`config.mk`:
```
export PLATFORM = sky130hd
export DESIGN_NAME = soc_imem_loader
export DESIGN_NICKNAME = d
export VERILOG_FILES = /design/src/rtl/soc_loader_pkg.sv /design/src/rtl/soc_byte_packer.sv /design/src/rtl/soc_imem_loader.sv
export SDC_FILE = /design/constraint.sdc
export NUM_CORES = 1
export LEC_CHECK = 0
export ABC_AREA = 1
export BUFFER_PORTS_ARGS = -buffer_cell sky130_fd_sc_hd__clkbuf_2
export CAP_MARGIN = 10
export CORE_MARGIN = 2
export CORE_UTILIZATION = 30
export CTS_BUF_LIST = sky130_fd_sc_hd__clkbuf_8
export CTS_CLUSTER_SIZE = 40
export DETAILED_ROUTE_END_ITERATION = 6
export HOLD_SLACK_MARGIN = 0.15
export PLACE_DENSITY = 0.49
export SYNTH_ARGS = -nofsm -noshare
export SYNTH_HDL_FRONTEND = slang
export SYNTH_HIERARCHICAL = 1
export SYNTH_SLANG_ARGS = --single-unit
```
`constraint.sdc`:
```
create_clock -name clk -period 2 [get_ports clk]
set_input_delay 0.1 -clock clk [delete_from_list [all_inputs] [get_ports clk]]
set_output_delay 0.1 -clock clk [all_outputs]
set_load 0.05 [all_outputs]
```
`src/rtl/soc_loader_pkg.sv`:
```
// Shared types and widths for the imem loader and its byte packer.
package soc_loader_pkg;

   localparam int LANE_W    = 8;
   localparam int WORD_W    = 32;
   localparam int LANES     = WORD_W / LANE_W;
   localparam int REL_CNT_W = 4;

   typedef enum logic [1:0] {
      IDLE,
      LOAD,
      FLUSH,
      RELEASE
   } loader_state_e;

endpackage

```
`src/rtl/soc_byte_packer.sv`:
```
// Packs accepted bytes little-endian into 32-bit words; lane 0 is bits 7:0.
module soc_byte_packer
   import soc_loader_pkg::*;
(
   input  logic              clk,
   input  logic              reset,
   input  logic              i_clear,
   input  logic              i_accept,
   input  logic [LANE_W-1:0] i_data,
   input  logic              i_take_partial,
   output logic              o_word_valid,
   output logic [WORD_W-1:0] o_word,
   output logic [WORD_W-1:0] o_partial,
   output logic              o_has_partial
);

   logic [LANES-1:0][LANE_W-1:0] r_lanes;
   logic [1:0]                   r_byte_idx;
   logic                         r_word_valid;
   logic [WORD_W-1:0]            r_word;

   // Lanes are zeroed after every completed word so a flushed partial word has zero fill.
   always_ff @(posedge clk) begin
      if (reset || i_clear) begin
         r_lanes      <= '0;
         r_byte_idx   <= '0;
         r_word_valid <= 1'b0;
         r_word       <= '0;
      end else begin
         r_word_valid <= 1'b0;
         if (i_accept) begin
            if (r_byte_idx == 2'(LANES - 1)) begin
               r_word       <= {i_data, r_lanes[LANES-2:0]};
               r_word_valid <= 1'b1;
               r_lanes      <= '0;
            end else begin
               r_lanes[r_byte_idx] <= i_data;
            end
            r_byte_idx <= r_byte_idx + 2'd1;
         end else if (i_take_partial) begin
            r_lanes    <= '0;
            r_byte_idx <= '0;
         end
      end
   end

   assign o_word_valid  = r_word_valid;
   assign o_word        = r_word;
   assign o_partial     = r_lanes;
   assign o_has_partial = (r_byte_idx != 2'd0);

endmodule

```
`src/rtl/soc_imem_loader.sv`:
```
// Loads a byte stream into imem from word 0 while holding the CPU in reset;
// otherwise passes the CPU fetch port straight through to imem.
module soc_imem_loader
   import soc_loader_pkg::*;
#(
   parameter int IMEM_AW        = 10,
   parameter int RELEASE_CYCLES = 4
) (
   input  logic               clk,
   input  logic               reset,
   input  logic               load_imem,
   input  logic               rx_valid,
   input  logic [7:0]         rx_data,
   output logic               rx_ready,
   input  logic [IMEM_AW-1:0] cpu_imem_addr,
   input  logic               cpu_imem_rd,
   output logic [IMEM_AW-1:0] imem_addr,
   output logic               imem_rd,
   output logic               imem_wr,
   output logic [31:0]        imem_wdata,
   output logic               cpu_hold_reset,
   output logic               load_busy,
   output logic               load_done,
   output logic [IMEM_AW:0]   word_count,
   output logic               overflow
);

   loader_state_e        r_state;
   loader_state_e        w_next;
   logic                 r_load_q;
   logic                 r_overflow;
   logic                 r_load_done;
   logic [IMEM_AW-1:0]   r_wr_addr;
   logic [IMEM_AW:0]     r_word_count;
   logic [REL_CNT_W-1:0] r_rel_cnt;

   logic w_rise, w_fall, w_accept, w_start, w_wr, w_take_partial, w_done_set, w_rx_ready;
   logic w_word_valid, w_has_partial;
   logic [WORD_W-1:0] w_word, w_partial;

   assign w_rise   = load_imem & ~r_load_q;
   assign w_fall   = ~load_imem & r_load_q;
   assign w_accept = rx_valid & w_rx_ready;

   soc_byte_packer u_packer (
      .clk            (clk),
      .reset          (reset),
      .i_clear        (w_start),
      .i_accept       (w_accept),
      .i_data         (rx_data),
      .i_take_partial (w_take_partial),
      .o_word_valid   (w_word_valid),
      .o_word         (w_word),
      .o_partial      (w_partial),
      .o_has_partial  (w_has_partial)
   );

   // A pending full word always drains before the partial word in FLUSH.
   always_comb begin
      w_next         = r_state;
      w_rx_ready     = 1'b0;
      cpu_hold_reset = 1'b0;
      imem_addr      = cpu_imem_addr;
      imem_rd        = cpu_imem_rd;
      imem_wdata     = '0;
      w_wr           = 1'b0;
      w_start        = 1'b0;
      w_take_partial = 1'b0;
      w_done_set     = 1'b0;
      if (r_state != IDLE) begin
         cpu_hold_reset = 1'b1;
         imem_rd        = 1'b0;
         imem_addr      = r_wr_addr;
      end
      case (r_state)
         IDLE: begin
            if (w_rise) begin
               w_next  = LOAD;
               w_start = 1'b1;
            end
         end
         LOAD: begin
            w_rx_ready = 1'b1;
            if (w_word_valid) begin
               w_wr       = 1'b1;
               imem_wdata = w_word;
            end
            if (w_fall) w_next = FLUSH;
         end
         FLUSH: begin
            if (w_word_valid) begin
               w_wr       = 1'b1;
               imem_wdata = w_word;
               if (!w_has_partial) w_next = RELEASE;
            end else if (w_has_partial) begin
               w_wr           = 1'b1;
               imem_wdata     = w_partial;
               w_take_partial = 1'b1;
               w_next         = RELEASE;
            end else begin
               w_next = RELEASE;
            end
         end
         RELEASE: begin
            if (w_rise) begin
               w_next  = LOAD;
               w_start = 1'b1;
            end else if (r_rel_cnt <= REL_CNT_W'(1)) begin
               w_next     = IDLE;
               w_done_set = 1'b1;
            end
         end
         default: w_next = IDLE;
      endcase
   end

   always_ff @(posedge clk) begin
      if (reset) begin
         r_state      <= IDLE;
         r_load_q     <= 1'b0;
         r_wr_addr    <= '0;
         r_word_count <= '0;
         r_overflow   <= 1'b0;
         r_load_done  <= 1'b0;
         r_rel_cnt    <= '0;
      end else begin
         r_state     <= w_next;
         r_load_q    <= load_imem;
         r_load_done <= w_done_set;
         if (w_start) begin
            r_wr_addr    <= '0;
            r_word_count <= '0;
            r_overflow   <= 1'b0;
         end else if (w_wr) begin
            r_wr_addr <= r_wr_addr + 1'b1;
            if (r_wr_addr == '1) r_overflow <= 1'b1;
            if (r_word_count != '1) r_word_count <= r_word_count + 1'b1;
         end
         // Counter reaches zero on the same edge the FSM returns to IDLE.
         if (r_state == FLUSH && w_next == RELEASE)
            r_rel_cnt <= REL_CNT_W'(RELEASE_CYCLES);
         else if (r_state == RELEASE && r_rel_cnt != '0)
            r_rel_cnt <= r_rel_cnt - 1'b1;
      end
   end

   assign rx_ready   = w_rx_ready;
   assign imem_wr    = w_wr;
   assign load_busy  = (r_state != IDLE);
   assign load_done  = r_load_done;
   assign word_count = r_word_count;
   assign overflow   = r_overflow;

endmodule

```
* Word level (Yosys, flattened, before mapping) *
Index checks and enable logic that the tools add are counted.

word-level totals
  flip-flop bits (word level) = 97
  input bits = 23
  output and inout bits = 60
  word-level logic and storage cells = 89

cells by class
  add/sub/neg operators = 4
  magnitude comparators = 3
  equality and inequality tests = 7
  muxes and demuxes = 35
  bitwise gates (word level) = 7
  reductions and logical operators = 18

operators with widths
  kind                                                            count
  two-way mux 32 bit                                              6
  case mux 32 bit (2 select lines)                                1
  bitwise mux 32 bit                                              1
  demux 8 bit (select 2 bit)                                      1
  two-way mux 2 bit                                               8
  two-way mux 1 bit                                               12
  adder 11 x 1 -> 11 bit, second input constant                   1
  inequality test 11 bit, second input constant                   1
  adder 10 x 1 -> 10 bit, second input constant                   1
  equality test 10 bit, second input constant                     1
  two-way mux 10 bit                                              1
  equality test 2 bit, second input constant                      4
  two-way mux 8 bit                                               1
  case mux 2 bit (4 select lines)                                 1
  nonzero test 2 bit                                              4
  OR reduction 2 bit                                              4
  two-way mux 3 bit                                               2
  AND reduction 2 bit                                             3
  less-or-equal comparator 4 x 1 -> 1 bit, second input constant  1
  inverter 1 bit                                                  4
  nonzero test 4 bit                                              1
  subtractor 4 x 1 -> 4 bit, second input constant                1
  AND 1 bit                                                       3
  logical AND 1 bit                                               3
  8 further kinds                                                 8

* Logic depth before layout (Yosys ltp) *
  depth in word-level cells = 7
  depth in mapped cells = 13

* Cells and area by module *
Netlist, hierarchy kept.

by module, submodules not included
  module           times used  cells each  area an instance (µm²)  seq. area each (µm²)
  soc_byte_packer  1           299         2476.1                  1341.3
  soc_imem_loader  1           399         2304.7                  600.6

* Least setup slack after synthesis *
No wires, ideal clock.

  path kind = reg2out
  start = reg r_state[1]
  end = out imem_wdata[0]
  data arrival time = 2.338 ns
  required time = 1.900 ns
  setup slack = -0.438 ns
  cell stages (with the launch flop) = 8
  path buffers = 1
  cells stage by stage = dfxtp_1 > inv_1 > ha_1 > inv_1 > a21oi_2 > buf_2 > nand2_1 > a21oi_1

on the way
  longest elaborated chain between the ends = 2
  elaborated cells on any way between the ends = 3
  classes of those cells = eq/ne: 2; mux: 1

RTL lines
  what                                                                        line                    text
  start: declaration                                                          soc_imem_loader.sv:28   loader_state_e r_state;
  start signal: assignment                                                    soc_imem_loader.sv:127  r_state <= w_next;
  equality test 2 bit / equality test 2 x 1 -> 1 bit (equally long branches)  soc_imem_loader.sv:75   case (r_state)
  case mux 32 bit (2 select lines) *                                          soc_imem_loader.sv:75
  end: declaration                                                            soc_imem_loader.sv:20   output logic [31:0] imem_wdata,

Mark *: on every way between the ends. The rest lies on a longest branch, timed or not.

* Final worst setup path *
  start = reg u_packer.r_byte_idx[1]
  end = out imem_wdata[9]

on the way
  longest elaborated chain between the ends = 4

RTL lines
  what                              line                   text
  start: declaration                soc_byte_packer.sv:18  logic [1:0] r_byte_idx;
  start signal: assignment          soc_byte_packer.sv:39  r_byte_idx <= r_byte_idx + 2'd1;
  nonzero test 2 bit                soc_byte_packer.sv:50  assign o_has_partial = (r_byte_idx != 2'd0);
  net w_has_partial                 soc_imem_loader.sv:38  logic w_word_valid, w_has_partial;
  two-way mux 32 bit                soc_imem_loader.sv:95  end else if (w_has_partial) begin
  two-way mux 32 bit                soc_imem_loader.sv:91  if (w_word_valid) begin
  case mux 32 bit (2 select lines)  soc_imem_loader.sv:75

The timed path passes the listed nets, and every way through them passes these cells.

==> run_results.csv <==
group,metric,value,unit
synth,synth_nets,736,
die,ioPinCount,83,
drt,routed_wl,13.9,mm
worst_setup_path,slowest_stage,"dfxtp_2",
synth,synth_edf_count,0,
timing,slew_viol_final,0,
final_layout,area_delta_synth_final,48.8,%
cts,clk_pin_slew,0.10,ns
global_route,grt_first_pass_wirelength,22.5,mm
die,die_h,130,µm
final_layout,fillers,1571,
worst_setup_path,critPathMaxStageDelay,0.35,ns
synth,ys.flop_type,"dfxtp_1",
die,rows,46,
drt,dr.pass1.iters,5,
run_status,status,"finished with violations",
placed_design,dp_hpwl,9.64,mm
placed_design,dp_cells,988,
worst_setup_path,cp-end-kind,"output pin",
cts,clock_path_buffers,2,
die,initial_core_util,0.304,
hold_path,hold_class,"in2reg",
worst_setup_path,worstPathRequired,1.90,ns
timing,max_slew_margin,0.643,
power,peakVddDrop,357,µV
synth,ys_ff_latch,97,
global_route,grt_max_degree,23,
timing,skew,0.00960,ns
synth,yosysTopAreaCellShare,0.406,
synth,ys_types,33,
cts,numCtsBuffers,9,
worst_setup_path,critPathLaunchType,"register",
cts,htree_levels,3,
cts,root_buffer,"clkbuf_8",
worst_setup_path,critPathTopFamily,"buffers and inverters",
worst_setup_path,path_max_fanout,7,
timing,hold_viol,0,
final_layout,drive_above_1_share,0.300,
worst_setup_path,r2r_setup_slack,0.20,ns
drt,vias,4808,
cts,cts_tree,"built",
timing,final.setup.tns,-0.487,ns
placed_design,gp_congestion,0.787,
synth,synth_async_sr_flop_share,0,
timing,min_period,2.04,ns
placed_design,place.port_buffers,82,
drt,vias_per_cell,4.67,
final_layout,final_cells,1029,
final_layout,fin_nets,846,
timing,finalSetupViolCount,23,
timing,rsz0062_at_grt,"true",
flow_run,maxCapViolations,0,
worst_setup_path,path_cells,"inv_2 > ha_4 > inv_2 > inv_2 > nor3_4 > buf_12 > buf_12 > nand2_4 > a21oi_4 > buf_12",
global_route,grt_pass1_vias,4606,
drt,drtAntennaViolNets,0,
synth,synth.top_cells.by_count,"nand2_1, dfxtp_1, a21oi_1, nor2_1, inv_1",
global_route,antenna_found_initial,0,
timing,fmax,490,MHz
drt,initialDrtViolationCount,301,
drt,route.detailed.drc,0,
timing,tightest_slew,0.533,ns
synth,yosys.area.top_type,"dfxtp_1",
power,cellPowerDensity,520,mW/mm²
timing,worst_slack,-0.0420,ns
global_route,track_usage,0.170,
worst_setup_path,cp.arrival,1.94,ns
worst_setup_path,crit_type,"reg2out",
final_layout,antennaDiodeCount,0,
synth,yosysWarnings,6,
drt,wl_per_cell,13.5,µm
die,die_width,130,µm
synth,ys_top_cells_by_area,"dfxtp_1, nand2_1, a21oi_1",
worst_setup_path,crit_buf_inv,6,
synth,ys_seq_area_frac,0.406,
run_status,violations,"negative setup slack",
die,coreArea,0.0157,mm²
synth,syn_area,0.00478,mm²
synth,syn_area_per_cell,6.85,µm²
cts,clkLatencyLatePin,0.38,ns
synth,yosysMostFrequentCell,"nand2_1",
synth,synthCells,698,
final_layout,multi_input_area,0.00304,mm²
final_layout,register_area,0.00195,mm²
cts,clock-sinks,97,
global_route,overflow,0,
timing,finalCritPeriodShare,1.02,
die,die_area,0.0170,mm²
power,p_leak,2.89,nW
==> registers in the layout, summed over array words and instances (netlist names) <==
signal                 cells
u_packer/o_word           32
u_packer/o_partial        32
r_rel_cnt                  4
overflow                   1
r_wr_addr                 10
u_packer/r_byte_idx        2
r_state                    2
r_load_q                   1
word_count                11
load_done                  1
u_packer/o_word_valid      1
==> path summary, 6_finish.rpt <==
kind | startpoint | to | depth (start not counted)
hold / removal | rx_valid | u_packer/o_word_valid | 5
setup / recovery | u_packer/r_byte_idx[1] | imem_wdata[9] | 10
setup reg to reg | r_state[0] | u_packer/o_partial[29] | 10
hold reg to reg | u_packer/o_word[28] | u_packer/o_word[28] | 2
==> metrics by stage <==
stage	worst slack, ns	utilization	power (mW)	cell area, µm²	hold WS [ns]
3_3_place_gp	0.0734	0.400	2.47	6290	0.340
4_1_cts	-0.0615	0.445	3.75	6990	0.151
6_report	-0.0420	0.453	3.70	7110	0.190
5_1_grt	-0.133	0.453	3.88	7110	0.202
3_5_place_dp	0.0879	0.400	2.48	6290	0.338
2_1_floorplan	-0.0558	-	2.35	5120	0.169
==> worst reg2reg max path: stages (launching register included) <==
cell	delay, ns
dfxtp_4	0.40
inv_4	0.05
ha_4	0.17
inv_6	0.08
nor3_4	0.05
buf_12	0.16
buf_4	0.14
nor2_1	0.13
a21oi_1	0.08
buf_4	0.17
nor3b_1	0.26
==> placed cells by master, fill, tap and decap left out, types with 5 or more instances in the layout <==
cell type        n
inv_4            5
buf_4           21
xor2_1           5
inv_2            8
a21oi_1         61
o21ai_0         42
nor2_1          71
nand3_1         16
dlygate4sd3_1   11
ha_1            11
buf_12          40
inv_1           52
nand2_1        181
dfxtp_1         93
clkbuf_8         9
nand2_2         26
nand2_4         21
nor3b_1          8
nor3_1           5
clkbuf_2        49
a21oi_4         34
==> what timing repair did <==
action                                  4_1_cts  5_1_grt
endpoints found under the setup margin       46       33
hold endpoints to repair                     36        0
pin swaps                                    27       33
buffers inserted                              8        1
cloned                                        5        0
gates resized for setup                      84       35
hold buffers                                 11        0
==> logic make-up (layout without fill, tap and decap cells) <==
logic type / after synthesis / after routing / share of synthesized area
buffers and inverters: 94 / 209 / 0.0853
XOR/XNOR: 7 / 7 / 0.0128
AND/OR/NAND/NOR: 340 / 340 / 0.298
AO/OA/AOI/OAI: 145 / 145 / 0.159
adder cells (fa/ha/maj): 15 / 15 / 0.0393
flip-flops: 97 / 97 / 0.406
==> metal layers <==
layer  track usage  routed length [µm]
met5             0                   0
met4        0.0462                 126
met3        0.0447                 811
met2         0.306                7000
met1         0.199                5940
==> where the power goes <==
part / switching (mW) / leakage, nW / internal (mW)
registers: 0.0177 / 0.785 / 1.95
clock network: 0.752 / 0.0933 / 0.466
logic: 0.374 / 2.01 / 0.146
==> area by class of cell <==
class / count / area share
Multi-Input combinational cell: 507 / 0.427
Sequential cell: 97 / 0.275
Timing Repair Buffer: 128 / 0.199
Tap cell: 216 / 0.0380
Inverter: 65 / 0.0368
Clock buffer: 9 / 0.0174
Clock inverter: 7 / 0.00756
Note: power is estimated with default switching activity, not from simulation.
